$ cat src/rtl/pe_feeder.sv
// Operand feeder for a MAC PE: buffers (a,b) pairs in a FIFO and streams KLEN-term vectors,
// then drains, flags the result and clears the accumulator. Optional macro: PE_FEEDER_STALL_CNT_EN.
module pe_feeder #(
    parameter int DEPTH = 4,
    parameter int KLEN  = 8
) (
    input  logic        clk,
    input  logic        rst_n,
    input  logic        in_valid,
    output logic        in_ready,
    input  logic [31:0] in_a,
    input  logic [31:0] in_b,
    output logic [31:0] pe_a,
    output logic [31:0] pe_b,
    output logic        pe_clr,
    output logic        res_valid
`ifdef PE_FEEDER_STALL_CNT_EN
    ,
    output logic [15:0] stall_cnt
`endif
);

    localparam int AW = $clog2(DEPTH);
    localparam int KW = (KLEN > 1) ? $clog2(KLEN) : 1;

    typedef enum logic [2:0] {
        IDLE,
        FEED,
        DRAIN1,
        DRAIN2,
        CLEAR
    } state_e;

    state_e        state_q, state_d;
    logic [KW-1:0] kcnt_q, kcnt_d;

    logic [31:0]   mem_a_q [DEPTH];
    logic [31:0]   mem_b_q [DEPTH];
    logic [AW-1:0] wr_ptr_q, rd_ptr_q;
    logic [AW:0]   count_q;
    logic          full, empty, push, pop;

    logic [31:0]   pe_a_q, pe_a_d, pe_b_q, pe_b_d;
    logic          pe_clr_q, pe_clr_d, res_valid_q, res_valid_d;

    assign full     = (count_q == (AW+1)'(DEPTH));
    assign empty    = (count_q == '0);
    assign in_ready = !full;
    assign push     = in_valid && !full;

    // Storage is left unreset; occupancy alone decides what is valid.
    always_ff @(posedge clk) begin
        if (push) begin
            mem_a_q[wr_ptr_q] <= in_a;
            mem_b_q[wr_ptr_q] <= in_b;
        end
    end

    // Pointers wrap naturally because DEPTH is a power of two.
    always_ff @(posedge clk or negedge rst_n) begin
        if (!rst_n) begin
            wr_ptr_q <= '0;
            rd_ptr_q <= '0;
            count_q  <= '0;
        end else begin
            if (push) wr_ptr_q <= wr_ptr_q + 1'b1;
            if (pop)  rd_ptr_q <= rd_ptr_q + 1'b1;
            count_q <= count_q + {{AW{1'b0}}, push} - {{AW{1'b0}}, pop};
        end
    end

    always_ff @(posedge clk or negedge rst_n) begin
        if (!rst_n) begin
            state_q <= IDLE;
        end else begin
            state_q <= state_d;
        end
    end

    always_comb begin
        state_d = state_q;
        case (state_q)
            IDLE:    if (!empty) state_d = FEED;
            FEED:    if (pop && (kcnt_q == KW'(KLEN - 1))) state_d = DRAIN1;
            DRAIN1:  state_d = DRAIN2;
            DRAIN2:  state_d = CLEAR;
            CLEAR:   state_d = IDLE;
            default: state_d = IDLE;
        endcase
    end

    // Only FEED pops; every other state presents zero operands to the PE.
    always_comb begin
        pop         = (state_q == FEED) && !empty;
        kcnt_d      = kcnt_q;
        pe_a_d      = '0;
        pe_b_d      = '0;
        res_valid_d = (state_q == DRAIN2);
        pe_clr_d    = (state_q == CLEAR);
        if (state_q == IDLE) begin
            kcnt_d = '0;
        end
        if (pop) begin
            pe_a_d = mem_a_q[rd_ptr_q];
            pe_b_d = mem_b_q[rd_ptr_q];
            kcnt_d = kcnt_q + 1'b1;
        end
    end

    always_ff @(posedge clk or negedge rst_n) begin
        if (!rst_n) begin
            kcnt_q      <= '0;
            pe_a_q      <= '0;
            pe_b_q      <= '0;
            pe_clr_q    <= 1'b0;
            res_valid_q <= 1'b0;
        end else begin
            kcnt_q      <= kcnt_d;
            pe_a_q      <= pe_a_d;
            pe_b_q      <= pe_b_d;
            pe_clr_q    <= pe_clr_d;
            res_valid_q <= res_valid_d;
        end
    end

    assign pe_a      = pe_a_q;
    assign pe_b      = pe_b_q;
    assign pe_clr    = pe_clr_q;
    assign res_valid = res_valid_q;

`ifdef PE_FEEDER_STALL_CNT_EN
    logic [15:0] stall_q, stall_d;

    always_comb begin
        stall_d = stall_q;
        if (state_q == CLEAR) begin
            stall_d = '0;
        end else if ((state_q == FEED) && empty && (stall_q != 16'hFFFF)) begin
            stall_d = stall_q + 16'd1;
        end
    end

    always_ff @(posedge clk or negedge rst_n) begin
        if (!rst_n) begin
            stall_q <= '0;
        end else begin
            stall_q <= stall_d;
        end
    end

    assign stall_cnt = stall_q;
`endif

endmodule

$ cat config.mk
export PLATFORM = sky130hd
export DESIGN_NAME = pe_feeder
export DESIGN_NICKNAME = d
export VERILOG_FILES = /design/src/rtl/pe_feeder.sv
export SDC_FILE = /design/constraint.sdc
export NUM_CORES = 1
export LEC_CHECK = 0
export CAP_MARGIN = 40
export CORE_MARGIN = 3
export CORE_UTILIZATION = 25
export DETAILED_ROUTE_END_ITERATION = 8
export GPL_ROUTABILITY_DRIVEN = 0
export GPL_TIMING_DRIVEN = 0
export PLACE_DENSITY = 0.45
export RECOVER_POWER = 50
export REMOVE_ABC_BUFFERS = 1
export SLEW_MARGIN = 20
export SYNTH_ARGS = -nofsm -noshare
export SYNTH_HDL_FRONTEND = slang
export SYNTH_SLANG_ARGS = --single-unit
$ cat constraint.sdc
create_clock -name clk -period 4 [get_ports clk]
set_clock_uncertainty 0.15 [all_clocks]
set_input_delay 0.4 -clock clk [delete_from_list [all_inputs] [get_ports clk]]
set_output_delay 0.4 -clock clk [all_outputs]
set_load 0.02 [all_outputs]
# Word level (Yosys, flattened, before mapping)
# Memories as Yosys holds them, arrays and structs flattened.
# Cells that the tools add are included.
dict set report op_classes {
  n_addsub 5
  eq_ne 8
  mux 9
  reduce_logical 9
}
# cell n
set op_table {}
lappend op_table {{$mux W32} 2}
lappend op_table {{$mux W3} 4}
lappend op_table {{$pmux W3 S4} 1}
lappend op_table {{$eq A3 B3 Y1 const B} 3}
lappend op_table {{$eq A3 B2 Y1 const B} 2}
lappend op_table {{$logic_not A3 Y1} 2}
lappend op_table {{$add A2 B1 Y2 const B} 2}
lappend op_table {{$ne A2 B2 Y1 const B} 2}
lappend op_table {{$add A3 B1 Y3} 1}
lappend op_table {{$add A3 B1 Y3 const B} 1}
lappend op_table {{$eq A3 B1 Y1 const B} 1}
lappend op_table {{$logic_and A1 B1 Y1} 3}
lappend op_table {{$sub A3 B1 Y3} 1}
lappend op_table {{$logic_not A1 Y1} 2}
lappend op_table {{$mux W1} 2}
lappend op_table {{$reduce_and A2 Y1} 1}
lappend op_table {{$reduce_bool A2 Y1} 1}
dict set report word_totals {
  reg_bits 79
  ramBits 256
  inputBits 67
  out_inout_bits 67
  n_memories 2
}
# memory words width rd rd_clocked_by_memory_dff wr line_no
set memory_table {}
lappend memory_table {mem_a_q 4 32 1 0 1 37} ;# logic [31:0] mem_a_q [DEPTH];
lappend memory_table {mem_b_q 4 32 1 0 1 38} ;# logic [31:0] mem_b_q [DEPTH];

# Longest topological paths before layout
dict set report logic_depth {
  ltp_word 6
  ltp_mapped 13
  mapped_depth_nobuf 10
}

# Least setup slack after synthesis
# OpenSTA, ideal clock, no wires.
dict set report synth_path {
  kind {flip-flop to flip-flop}
  startpoint {reg count_q[2]}
  endpoint {mem mem_a_q[0][0], enable pin}
  arrival_time_ns 2.324
  required_time_ns 3.421
  setup_slack_ns 1.097
  path_stages_with_launch 3
  path_buffers 0
  cell_sequence {dfrtp_1 or3b_1 and3_1}
}
dict set report synth_via {
  elab_chain_cells 5
}
# item line_no
set synth_rtl {}
lappend synth_rtl {{start, declared} 40} ;# logic [AW:0] count_q;
lappend synth_rtl {{start signal, assigned} 68} ;# count_q <= count_q + {{AW{1'b0}}, push} - {{AW{1'b0}}, pop};
lappend synth_rtl {{$eq A3 B3 Y1} 46} ;# assign full = (count_q == (AW+1)'(DEPTH));
lappend synth_rtl {{$logic_not A1 Y1} -}
lappend synth_rtl {{net in_ready} 10} ;# output logic in_ready,
lappend synth_rtl {{$logic_and A1 B1 Y1} 49} ;# assign push = in_valid && !full;
lappend synth_rtl {{$mux W1} 53} ;# if (push) begin
lappend synth_rtl {{$mux W1 (implied by the code)} 54} ;# mem_a_q[wr_ptr_q] <= in_a;
lappend synth_rtl {{end, declared} 37}
# The timed path passes the listed nets, and every way through them passes these cells.

# Final worst setup path
dict set report layout_path {
  startpoint {reg count_q[1]}
  endpoint {reg count_q[2]}
}
# item line_no
set layout_lines {}
lappend layout_lines {{$logic_not A3 Y1} 47} ;# assign empty = (count_q == '0);
lappend layout_lines {{$logic_not A1 Y1} 94} ;# pop = (state_q == FEED) && !empty;
lappend layout_lines {{$logic_and A1 B1 Y1} 94}
lappend layout_lines {{net pop} 41} ;# logic full, empty, push, pop;
lappend layout_lines {{$sub A3 B1 Y3} 68}
# The timed path passes the listed nets, and every way through them passes these cells.
# A chain may end at the register's enable or synchronous reset.

==> flow_summary.toml <==
[outcome]
status = "complete, but fails checks"
failed_checks = "capacitance limit, slew limit"

[synthesis]
synth_cell_types = 32
synth.avg_cell_area_um2 = 22.3
yosysMostFrequentCell = "edfxtp_1"
synthesis.area_mm2 = 0.0121
netlist_instances = 543
synth.top_cell.area_share_pct = 63.6
yosysWarnings = 0
synth_seq_cells = 335
synth_top_flop_cell = "edfxtp_1"
synth_area_leader_cell = "edfxtp_1"
synth_edf_count = 256
async_flop_share_pct = 23.6
netlist_top_cells_count = "256 x edfxtp_1, 79 x dfrtp_1, 64 x mux4_2, 64 x nor2b_1, 11 x buf_2"
synth.area.top_cells = "edfxtp_1 64%, dfrtp_1 16%, mux4_2 12%"
yosysSeqAreaShare_pct = 80.0

[floorplanning]
die_h_um = 226
core_mm2 = 0.0471
row_count = 79
dieWidth_um = 226
design.die.area_mm2 = 0.0510
initial_core_util_pct = 25.6
io_pins = 134

[timing]
maxSlewHeadroom_pct = -45.8
tightest_slew_ns = 2.19
hold_viol = 0
fin_crit_ns = 3.30
maxSlewViolCount = 30
finalSetupViolCount = 0
rsz0062_at_grt = "no"
timing.fmax_mhz = 303
holdWs_ns = 0.403
period_share_pct = 82.4

[pwr]
switchingPower_mw = 3.62
power.share.clock_pct = 28.7
max-vdd-ir-drop_mv = 0.414
p_per_area_mw_per_mm2 = 790
leakagePower_nw = 5.39
comb_power_share_pct = 29.7
internal_power_mw = 8.71
seqPwrFrac_pct = 41.7
p_sw_share_pct = 29.4

[grt]
grt_pass1_wl_um = 38700
antenna_found_initial = 4
gr-total-overflow = 0
first_global_vias = 6095
grt_use_total_pct = 10.3
grt_max_degree = 51

[clock_tree]
cts_made_buffers = 40
cts_tree = "built"
clock_latency_ns = 0.54
postCtsHoldBufs = 1
clockRootBuffer = "clkbuf_16"
cts.path.max_buffers = 3
clkTransAtPathRegs_ns = 0.05
h-tree-depth = 2
cts_resized = 0
cts.sinks = 335
post-cts-setup-buffer-count = 0

[finish]
stdcell_count = 1346
drive_above_1_share_pct = 18.8
layout.nets = 782
syn_to_final_growth_pct = 29.1
postLayoutCellArea_mm2 = 0.0156

[critical_path]
cp_slowest_cell = "or3_1"
cpMostUsedCell = "inv_1"
worstSetupPathType = "reg -> reg"
startpoint_type = "register"
crit_fanout = 34
arrival_ns = 3.56
crit_path_cell_trace = "or3_1, nand3_4, buf_12, inv_1, ha_1, inv_1, ha_1, inv_1, fa_1, xnor2_1, xnor2_1"
end_kind = "register"
crit_path_max_incr_delay_ns = 0.55
cp.required_ns = 4.27

[drt]
drc = 0
drt_wl_total_um = 25400
postRouteAntennaNets = 0
drt-vias-per-instance = 4.15
drt-initial-drc-count = 238
drt-wirelength-per-cell_um = 18.9
drt_pass1_iterations = 4
vias = 5587

[placement]
placed_cell_area_mm2 = 0.0143
place_inst = 1270
port_buffers = 133
post-dp-hpwl_um = 14900

[hold_path]
hp-class = "reg -> reg"

[run]
cap_violations = 1
-- worst max-delay path, delay by kind of cell, from the launching register on --
kind	cells	cell delay, ns
xor+xnor	2	0.26
fa+ha+maj	3	0.79
buf+inv	4	0.48
flops	1	0.43
simple gates	2	1.04
-- area by class of cell --
| class | count | area, µm² |
|---|---|---|
| diodes | 1 | 2.50 |
| well taps | 607 | 759 |
| flip-flops and latches | 335 | 9670 |
| inverters | 7 | 26.3 |
| fillers | 4465 | 31500 |
| clock buffers | 58 | 1130 |
| clock inverters | 16 | 166 |
| multi-input cells | 176 | 2240 |
| repair buffers | 146 | 1610 |
-- placed cells by master, fill, tap and decap left out, drive strengths merged, types with 7 or more instances in the layout --
cell type / count
nor2b: 64
inv: 10
clkdlybuf4s50: 68
mux4: 64
dlygate4sd3: 65
dfrtp: 79
ha: 8
buf: 12
clkinv: 10
clkbuf: 59
nand3: 7
edfxtp: 256
-- stage by stage --
stage               TNS [ns]  utilization [%]  power (mW)  setup WS (ns)
floorplan                  0                -        7.33          0.324
global placement     -455.94             29.7        9.13          -1.74
detailed placement         0             30.4        9.06          0.611
CTS                        0             33.2        12.7          0.603
global route               0             33.1        13.1          0.417
finish                     0             33.1        12.3          0.703
-- sequential cells by signal (all words and copies together), names as in the netlist --
name and count:
pe_clr 1, state_q 3, pe_a 32, count_q 3
res_valid 1, kcnt_q 3, mem_a_q 128, rd_ptr_q 2
mem_b_q 128, pe_b 32, wr_ptr_q 2
-- routing by layer --
metal	routed length [µm]	global-route usage, %	part of all wire (%)	vias up
met1	11700	13.8	46	2938
met2	11900	16.0	47	116
met4	605	3.10	2.4	6
li1	-	-	-	2476
met3	1180	3.04	4.6	51
met5	34	0	0.13	-
-- power by group through the flow --
stage / registers [mW] / logic (mW) / clock network [mW]
after floorplan: 5.65 / 1.68 / 0
after global placement: 5.58 / 3.55 / 0
after global routing: 5.24 / 4.01 / 3.83
after CTS: 5.17 / 3.84 / 3.68
after detailed placement: 5.23 / 3.82 / 0
final: 5.14 / 3.66 / 3.54
-- logic make-up after synthesis --
| group | count (synthesis) | synth area share, % |
|---|---|---|
| flops | 335 | 80.0 |
| compound gates | 6 | 0.290 |
| fa+ha+maj | 9 | 0.994 |
| xor+xnor | 5 | 0.362 |
| buf+inv | 32 | 1.60 |
| simple gates | 91 | 4.78 |
| mux | 65 | 12.0 |
-- path summary, 6_finish.rpt --
check	from	endpoint	slack, ns	cells after the start
hold reg to reg	count_q[0]$_DFF_PN0_	count_q[0]$_DFF_PN0_	0.40	1
setup / recovery	count_q[1]$_DFF_PN0_	count_q[2]$_DFF_PN0_	0.70	11
setup reg to reg	count_q[1]$_DFF_PN0_	count_q[2]$_DFF_PN0_	0.70	11
min in group asynchronous	rst_n	pe_b[26]$_DFF_PN0_	0.90	2
max in group asynchronous	rst_n	pe_a[29]$_DFF_PN0_	1.53	2
hold / removal	count_q[0]$_DFF_PN0_	count_q[0]$_DFF_PN0_	0.40	1
Note: power is estimated with default switching activity, not from simulation.
